**src/rtl/xf100_ifu_fetch_pkg.sv**
```systemverilog
// Shared constants, FSM encoding and J-immediate decode for the xf100 fetch unit.
package xf100_ifu_fetch_pkg;

  localparam int          XF100_PC_SIZE    = 32;
  localparam int          XF100_INSTR_SIZE = 32;
  localparam logic [31:0] IFU_RESET_PC     = 32'h8000_0000;
  localparam logic [6:0]  OPC_JAL          = 7'b1101111;

  typedef enum logic {
    ST_BOOT  = 1'b0,
    ST_FETCH = 1'b1
  } ifu_state_e;

  // J-type immediate, sign-extended to the PC width.
  function automatic logic [XF100_PC_SIZE-1:0] jal_imm(input logic [XF100_INSTR_SIZE-1:0] instr);
    return {{(XF100_PC_SIZE-20){instr[31]}}, instr[19:12], instr[20], instr[30:21], 1'b0};
  endfunction

endpackage

```
**src/rtl/xf100_ifu_fifo.sv**
```systemverilog
// Synchronous FIFO with flush; push and pop may coincide at any occupancy, including full.
module xf100_ifu_fifo #(
  parameter int WIDTH = 65,
  parameter int DEPTH = 2
) (
  input  logic                       clk,
  input  logic                       rst_n,
  input  logic                       flush_i,
  input  logic                       push_i,
  input  logic [WIDTH-1:0]           data_i,
  input  logic                       pop_i,
  output logic [WIDTH-1:0]           data_o,
  output logic [$clog2(DEPTH):0]     count_o,
  output logic                       full_o,
  output logic                       empty_o
);
  localparam int AW = $clog2(DEPTH);

  logic [WIDTH-1:0] mem_q [DEPTH];
  logic [AW-1:0]    wptr_q, rptr_q;
  logic [AW:0]      count_q, count_d;
  logic             do_push, do_pop;

  assign full_o  = (count_q == (AW+1)'(DEPTH));
  assign empty_o = (count_q == '0);
  assign count_o = count_q;
  assign data_o  = mem_q[rptr_q];

  always_comb begin
    do_pop  = pop_i && !empty_o;
    do_push = push_i && (!full_o || pop_i);
    count_d = count_q;
    if (do_push && !do_pop)      count_d = count_q + (AW+1)'(1);
    else if (!do_push && do_pop) count_d = count_q - (AW+1)'(1);
  end

  always_ff @(posedge clk or negedge rst_n) begin
    if (!rst_n) begin
      wptr_q  <= '0;
      rptr_q  <= '0;
      count_q <= '0;
      for (int i = 0; i < DEPTH; i++) mem_q[i] <= '0;
    end else if (flush_i) begin
      wptr_q  <= '0;
      rptr_q  <= '0;
      count_q <= '0;
    end else begin
      if (do_push) begin
        mem_q[wptr_q] <= data_i;
        wptr_q        <= wptr_q + AW'(1);
      end
      if (do_pop) rptr_q <= rptr_q + AW'(1);
      count_q <= count_d;
    end
  end

endmodule

```
**src/rtl/xf100_ifu_fetch.sv**
```systemverilog
// xf100 instruction fetch: sequential PC generation, in-order bus requests, instruction buffer, redirect.
// Optional static JAL redirect on predecode is enabled by defining XF100_IFU_STATIC_JAL_EN.
module xf100_ifu_fetch
  import xf100_ifu_fetch_pkg::*;
#(
  parameter int                 PC_SIZE    = XF100_PC_SIZE,
  parameter int                 INSTR_SIZE = XF100_INSTR_SIZE,
  parameter logic [PC_SIZE-1:0] RESET_PC   = PC_SIZE'(IFU_RESET_PC),
  parameter int                 FIFO_DEPTH = 2
) (
  input  logic                  clk,
  input  logic                  rst_n,
  output logic                  ifu_o_req_valid,
  input  logic                  ifu_i_req_ready,
  output logic [PC_SIZE-1:0]    ifu_o_req_addr,
  input  logic                  ifu_i_rsp_valid,
  input  logic [INSTR_SIZE-1:0] ifu_i_rsp_instr,
  input  logic                  ifu_i_rsp_err,
  output logic                  ifu_o_rsp_ready,
  output logic                  ifu_o_instr_valid,
  input  logic                  ifu_i_instr_ready,
  output logic [INSTR_SIZE-1:0] ifu_o_instr,
  output logic [PC_SIZE-1:0]    ifu_o_pc,
  output logic                  ifu_o_instr_err,
  input  logic                  exu_i_redirect_valid,
  input  logic [PC_SIZE-1:0]    exu_i_redirect_pc
);
  localparam int              AW      = $clog2(FIFO_DEPTH);
  localparam int              CW      = AW + 1;
  localparam int              FW      = INSTR_SIZE + PC_SIZE + 1;
  localparam logic [CW:0]     DEPTH_W = (CW+1)'(FIFO_DEPTH);

  ifu_state_e           state_q, state_d;
  logic [PC_SIZE-1:0]   fetch_pc_q, fetch_pc_d;
  logic [CW-1:0]        outst_q, outst_d, drop_q, drop_d;
  logic [PC_SIZE-1:0]   pcq_q [FIFO_DEPTH];
  logic [AW-1:0]        pcq_wptr_q, pcq_rptr_q;
  logic                 req_hs, rsp_v, rsp_keep, any_redir, fifo_pop, fifo_full, fifo_empty;
  logic [CW-1:0]        fifo_count;
  logic [FW-1:0]        fifo_wdata, fifo_rdata;
  logic [PC_SIZE-1:0]   redir_pc;
  logic                 jal_fire;
  logic [PC_SIZE-1:0]   jal_pc;

  assign redir_pc        = exu_i_redirect_pc & ~PC_SIZE'(3);
  assign ifu_o_req_addr  = fetch_pc_q;
  assign ifu_o_rsp_ready = 1'b1;

`ifdef XF100_IFU_STATIC_JAL_EN
  logic               jal_vld_q;
  logic [PC_SIZE-1:0] jal_pc_q;
  logic               jal_hit;

  assign jal_hit = rsp_keep && !ifu_i_rsp_err && (ifu_i_rsp_instr[6:0] == OPC_JAL);

  always_ff @(posedge clk or negedge rst_n) begin
    if (!rst_n) begin
      jal_vld_q <= 1'b0;
      jal_pc_q  <= '0;
    end else begin
      jal_vld_q <= jal_hit;
      jal_pc_q  <= pcq_q[pcq_rptr_q] + PC_SIZE'(jal_imm(ifu_i_rsp_instr));
    end
  end

  assign jal_fire = jal_vld_q;
  assign jal_pc   = jal_pc_q;
`else
  assign jal_fire = 1'b0;
  assign jal_pc   = '0;
`endif

  always_comb begin
    state_d = state_q;
    case (state_q)
      ST_BOOT:  state_d = ST_FETCH;
      ST_FETCH: state_d = ST_FETCH;
      default:  state_d = ST_BOOT;
    endcase
  end

  // Buffer space is reserved at request time, so a response can always be pushed.
  always_comb begin
    any_redir       = exu_i_redirect_valid || jal_fire;
    ifu_o_req_valid = (state_q == ST_FETCH) && !any_redir && !fifo_full &&
                      (({1'b0, outst_q} + {1'b0, fifo_count}) < DEPTH_W);
    req_hs          = ifu_o_req_valid && ifu_i_req_ready;
    rsp_v           = ifu_i_rsp_valid && (outst_q != '0);
    rsp_keep        = rsp_v && (drop_q == '0) && !any_redir;
    outst_d         = outst_q + CW'(req_hs) - CW'(rsp_v);

    drop_d = drop_q;
    if (any_redir)                       drop_d = outst_d;
    else if (rsp_v && (drop_q != '0))    drop_d = drop_q - CW'(1);

    fetch_pc_d = fetch_pc_q;
    if (exu_i_redirect_valid) fetch_pc_d = redir_pc;
    else if (jal_fire)        fetch_pc_d = jal_pc;
    else if (req_hs)          fetch_pc_d = fetch_pc_q + PC_SIZE'(4);

    fifo_pop   = ifu_o_instr_valid && ifu_i_instr_ready && !exu_i_redirect_valid;
    fifo_wdata = {ifu_i_rsp_instr, pcq_q[pcq_rptr_q], ifu_i_rsp_err};
  end

  always_ff @(posedge clk or negedge rst_n) begin
    if (!rst_n) begin
      state_q    <= ST_BOOT;
      fetch_pc_q <= RESET_PC;
      outst_q    <= '0;
      drop_q     <= '0;
      pcq_wptr_q <= '0;
      pcq_rptr_q <= '0;
      for (int i = 0; i < FIFO_DEPTH; i++) pcq_q[i] <= '0;
    end else begin
      state_q    <= state_d;
      fetch_pc_q <= fetch_pc_d;
      outst_q    <= outst_d;
      drop_q     <= drop_d;
      if (req_hs) begin
        pcq_q[pcq_wptr_q] <= fetch_pc_q;
        pcq_wptr_q        <= pcq_wptr_q + AW'(1);
      end
      if (rsp_v) pcq_rptr_q <= pcq_rptr_q + AW'(1);
    end
  end

  xf100_ifu_fifo #(
    .WIDTH (FW),
    .DEPTH (FIFO_DEPTH)
  ) u_fifo (
    .clk     (clk),
    .rst_n   (rst_n),
    .flush_i (exu_i_redirect_valid),
    .push_i  (rsp_keep),
    .data_i  (fifo_wdata),
    .pop_i   (fifo_pop),
    .data_o  (fifo_rdata),
    .count_o (fifo_count),
    .full_o  (fifo_full),
    .empty_o (fifo_empty)
  );

  assign ifu_o_instr_valid = !fifo_empty;
  assign {ifu_o_instr, ifu_o_pc, ifu_o_instr_err} = fifo_empty ? '0 : fifo_rdata;

endmodule
```
**config.mk**
```make
export PLATFORM = sky130hd
export DESIGN_NAME = xf100_ifu_fetch
export DESIGN_NICKNAME = d
export VERILOG_FILES = /design/src/rtl/xf100_ifu_fetch_pkg.sv /design/src/rtl/xf100_ifu_fifo.sv /design/src/rtl/xf100_ifu_fetch.sv
export SDC_FILE = /design/constraint.sdc
export NUM_CORES = 1
export LEC_CHECK = 0
export CAP_MARGIN = 20
export CORE_ASPECT_RATIO = 1.5
export CORE_MARGIN = 4
export CORE_UTILIZATION = 49
export CTS_CLUSTER_DIAMETER = 120
export DETAILED_ROUTE_END_ITERATION = 8
export MAX_ROUTING_LAYER = met4
export PLACE_DENSITY = 0.82
export SLEW_MARGIN = 0
export SYNTH_ARGS = -nofsm -noshare
export SYNTH_HDL_FRONTEND = slang
export SYNTH_HIERARCHICAL = 1
export SYNTH_SLANG_ARGS = --single-unit
export TNS_END_PERCENT = 100
```
**constraint.sdc**
```tcl
create_clock -name clk -period 2.7 [get_ports clk]
set_clock_uncertainty 0.2 [all_clocks]
set_input_delay 0.405 -clock clk [delete_from_list [all_inputs] [get_ports clk]]
set_output_delay 0.405 -clock clk [all_outputs]
set_load 0.03 [all_outputs]
```
==> run summary <==
Top FF cell, synth -> dfrtp_1
Async SR Flop Fraction -> 100.0%
Initial DRC Count -> 282
Root buffer cell -> clkbuf_16
Vias in the first global route -> 8197
Syn Inst Count -> 867
Largest buffer count on any clock path -> 3
Hold_ws -> 0.2304 ns
Fill count -> 1714
Final WS setup -> -0.03155 ns
Crit path max-delay cell type -> fa_1
FF/Latch Area -> 0.005783 sq mm
Largest area contributor in the netlist -> dfrtp_1
First-pass GRT wire length -> 43.61 mm
Post-synthesis instance area -> 0.01125 sq mm
Final Cell Area -> 0.01449 sq mm
Largest net degree at the start of global routing -> 75
Hold Vio Cnt, Final -> 0
PwrDens -> 919.1 mW/mm^2
Sum Neg Setup Slack -> -0.03670 ns
Post-synthesis mux area share -> 29.90%
Violated checks -> negative setup slack
CP cell instances -> and2_4 -> fa_1 -> nor3_2 -> and4_4 -> inv_6 -> ha_4 -> inv_2 -> ha_4 -> xnor2_2 -> xnor2_1 -> nand2_1 -> o21ai_1
Post-Synth Simple-Gate Area -> 9.763%
TritonCTS clock tree -> yes
Drt via density -> 5.584
P&R area growth vs syn -> 28.78%
Status -> finished with violations
Required @ worst endpoint -> 2.94 ns
Die ar. -> 0.02550 sq mm
Routed length per placed instance -> 19.27 um
Cell variety after synth -> 55
Worst Tran Pin Value -> 0.6078 ns
Critical path buffers and inverters -> 2
Final antenna-violating net count -> 0
Post-synthesis compound-gate area fraction -> 4.359%
Io pins -> 171
# diodes -> 0
Die width -> 131.7 um
Main combinational cell family by area after synthesis -> multiplexers
Detailed-route via count -> 7583
Placer Congestion -> 0.8476
CP endpoint kind -> register
Footprint of the multi-input gates -> 0.005240 sq mm
GRT Util Overall -> 21.26%
Kind of cell adding the most delay to the critical path -> adder cells
P_leak -> 6.883 nW
Final Slew Violations -> 0
H-tree depth -> 1
Post-Synth Adder-Cell Area -> 0.7339%
Worst Path Max Fanout -> 3
Post-synth EDFFs -> 0
Initial core utilization -> 50.08%
Mean area per synthesized cell -> 12.98 sq um
Area contributors post-synth -> dfrtp_1, mux2_2, mux2_4, nor2b_1, nand2_1
Tmin final -> 2.732 ns
Grt total ovfl -> 0
RSZ-0062 raised after global routing -> true
Arrival time at the worst endpoint -> 2.97 ns
Crit share post-route -> 101.2%
CTS Buf Count -> 24
Worst-path clk slew -> 0.06 ns
VDD IR max -> 583.2 uV
Yosys reg bits -> 231
Seq/Total Area, Yosys -> 51.38%
Worst setup SP type -> register
Clk_lat worst skew -> 0.51 ns
Max-slew headroom -> 59.48%
Post-DP HPWL -> 17.20 mm
Antenna violations before repair -> 0
Top-area cell type share of the netlist area -> 51.15%
Core ar. -> 0.02247 sq mm
Hold Path Class -> input pin to asynchronous set/reset pin
# nets final -> 1141
Final setup fails -> 2
Most frequent cells after synthesis -> mux2_2, dfrtp_1, nor2b_1, mux2_4, nand2_1
Input/output buffers -> 165
Layout cells sized above 1 -> 38.91%
Max Fclk -> 366.1 MHz
Residual DRC count -> 0
Std-Cell Rows -> 67
Slowest stage delay, CP -> 0.45 ns
Most common cell on crit path -> ha_4
Max_cap viols -> 0
Post-DP Area -> 0.01354 sq mm
CTS Sinks -> 231
Synthesis warning total -> 6
Kind of critical path -> register to register
Most frequent cell after synthesis -> mux2_2
Synth Area in XOR/XNOR -> 0.7005%
Die height -> 193.6 um
Drt first pass iters -> 4
WL final -> 26.17 mm
layout by cell type, fill, tap and decap left out, types with 5 or more instances in the layout:
| master | Yosys | routed |
|---|---|---|
| o21ai_1 | 4 | 13 |
| dfrtp_1 | 230 | 229 |
| nor2_1 | 18 | 16 |
| mux2_2 | 243 | 243 |
| mux2_4 | 39 | 39 |
| conb_1 | 2 | 8 |
| nor3_1 | 7 | 5 |
| o21ai_0 | 25 | 14 |
| clkdlybuf4s50_1 | 0 | 97 |
| nand4_1 | 12 | 12 |
| nor2b_1 | 67 | 67 |
| buf_12 | 0 | 17 |
| dlygate4sd2_1 | 0 | 54 |
| buf_6 | 5 | 7 |
| a31oi_1 | 5 | 5 |
| clkbuf_16 | 0 | 25 |
| clkbuf_8 | 0 | 6 |
| inv_1 | 9 | 8 |
| nand2_1 | 36 | 35 |
| clkbuf_1 | 18 | 6 |
| o211ai_1 | 9 | 9 |
| a21oi_1 | 7 | 7 |
| nand3_1 | 15 | 15 |
| buf_4 | 7 | 43 |
| and3_1 | 9 | 8 |
flip-flops by register name, summed over array words and instances (netlist names):
name and count:
u_fifo/mem_q 130, pcq_q 60, ifu_o_req_addr 30, drop_q 2, outst_q 2, u_fifo/count_o 2
pcq_rptr_q 1, pcq_wptr_q 1, state_q 1, u_fifo/rptr_q 1, u_fifo/wptr_q 1
cell families after synthesis:
logic type      Yosys count
mux                     286
flops                   231
simple gates            190
compound gates           75
buf+inv                  68
xor+xnor                  9
fa+ha+maj                 6
other cells               2
worst reg2reg max path, stage by stage, from the launching register on:
cell	delay, ns
dfrtp_1	0.39
and2_4	0.14
fa_1	0.45
nor3_2	0.24
and4_4	0.29
inv_6	0.04
ha_4	0.25
inv_2	0.04
ha_4	0.15
xnor2_2	0.13
xnor2_1	0.17
nand2_1	0.07
o21ai_1	0.09
final timing paths:
path                            cells past startpoint  slack [ns]                 end                  from
worst max register to register                     12       -0.03           drop_q[1]     u_fifo/count_o[0]
max in group asynchronous                           3        1.23  ifu_o_req_addr[31]                 rst_n
worst min register to register                      1        0.29           pcq_q[30]             pcq_q[30]
worst max-delay path                               12       -0.03           drop_q[1]     u_fifo/count_o[0]
worst min-delay path                                2        0.23    u_fifo/mem_q[73]                 rst_n
min in group clk                                    3        0.26   ifu_o_req_addr[8]  exu_i_redirect_pc[8]
power by group:
part	switching [W]	internal (W)	total [W]	leakage [nW]
Clock	0.00135	0.00206	0.00340	0.395
Sequential	0.000717	0.00465	0.00537	2.98
Combinational	0.00194	0.00260	0.00455	3.50
Total	0.00401	0.00931	0.0133	6.88
what timing repair did:
action | in CTS | in global routing
gates cloned | 1 | 1
setup endpoints to repair | 147 | 62
endpoints found under the hold margin | 70 | 0
gates resized for setup | 68 | 24
hold buffers | 1 | 0
buffers inserted | 5 | 1
pin swaps | 5 | 4
layer usage:
layer	track usage [%]	vias to the layer above	share of wire, %
met5	-	-	0
met4	6.773	0	2.9
met3	2.703	54	4.4
met2	36.50	221	52
met1	26.23	3828	41
li1	-	3480	-
per-stage QoR:
stage	setup slack, ns	util [%]	total power [W]	cells
finish	-0.03155	64.50	0.01332	1358
floorplan	-0.1466	-	0.008456	873
global route	-0.1427	64.50	0.01407	1358
global placement	-0.1462	60.26	0.009709	1305
detailed placement	-0.1772	60.26	0.009904	1305
CTS	-0.07267	64.19	0.01341	1356
cell type report:
type / count / area share (%)
tap: 276 / 2.383
timing repair buffer: 222 / 15.52
multi-input combinational: 574 / 36.16
clock inverter: 7 / 0.6649
inverter: 11 / 0.3195
sequential: 231 / 39.91
clock buffer: 37 / 5.043
Power figures use the tool's default switching activity.
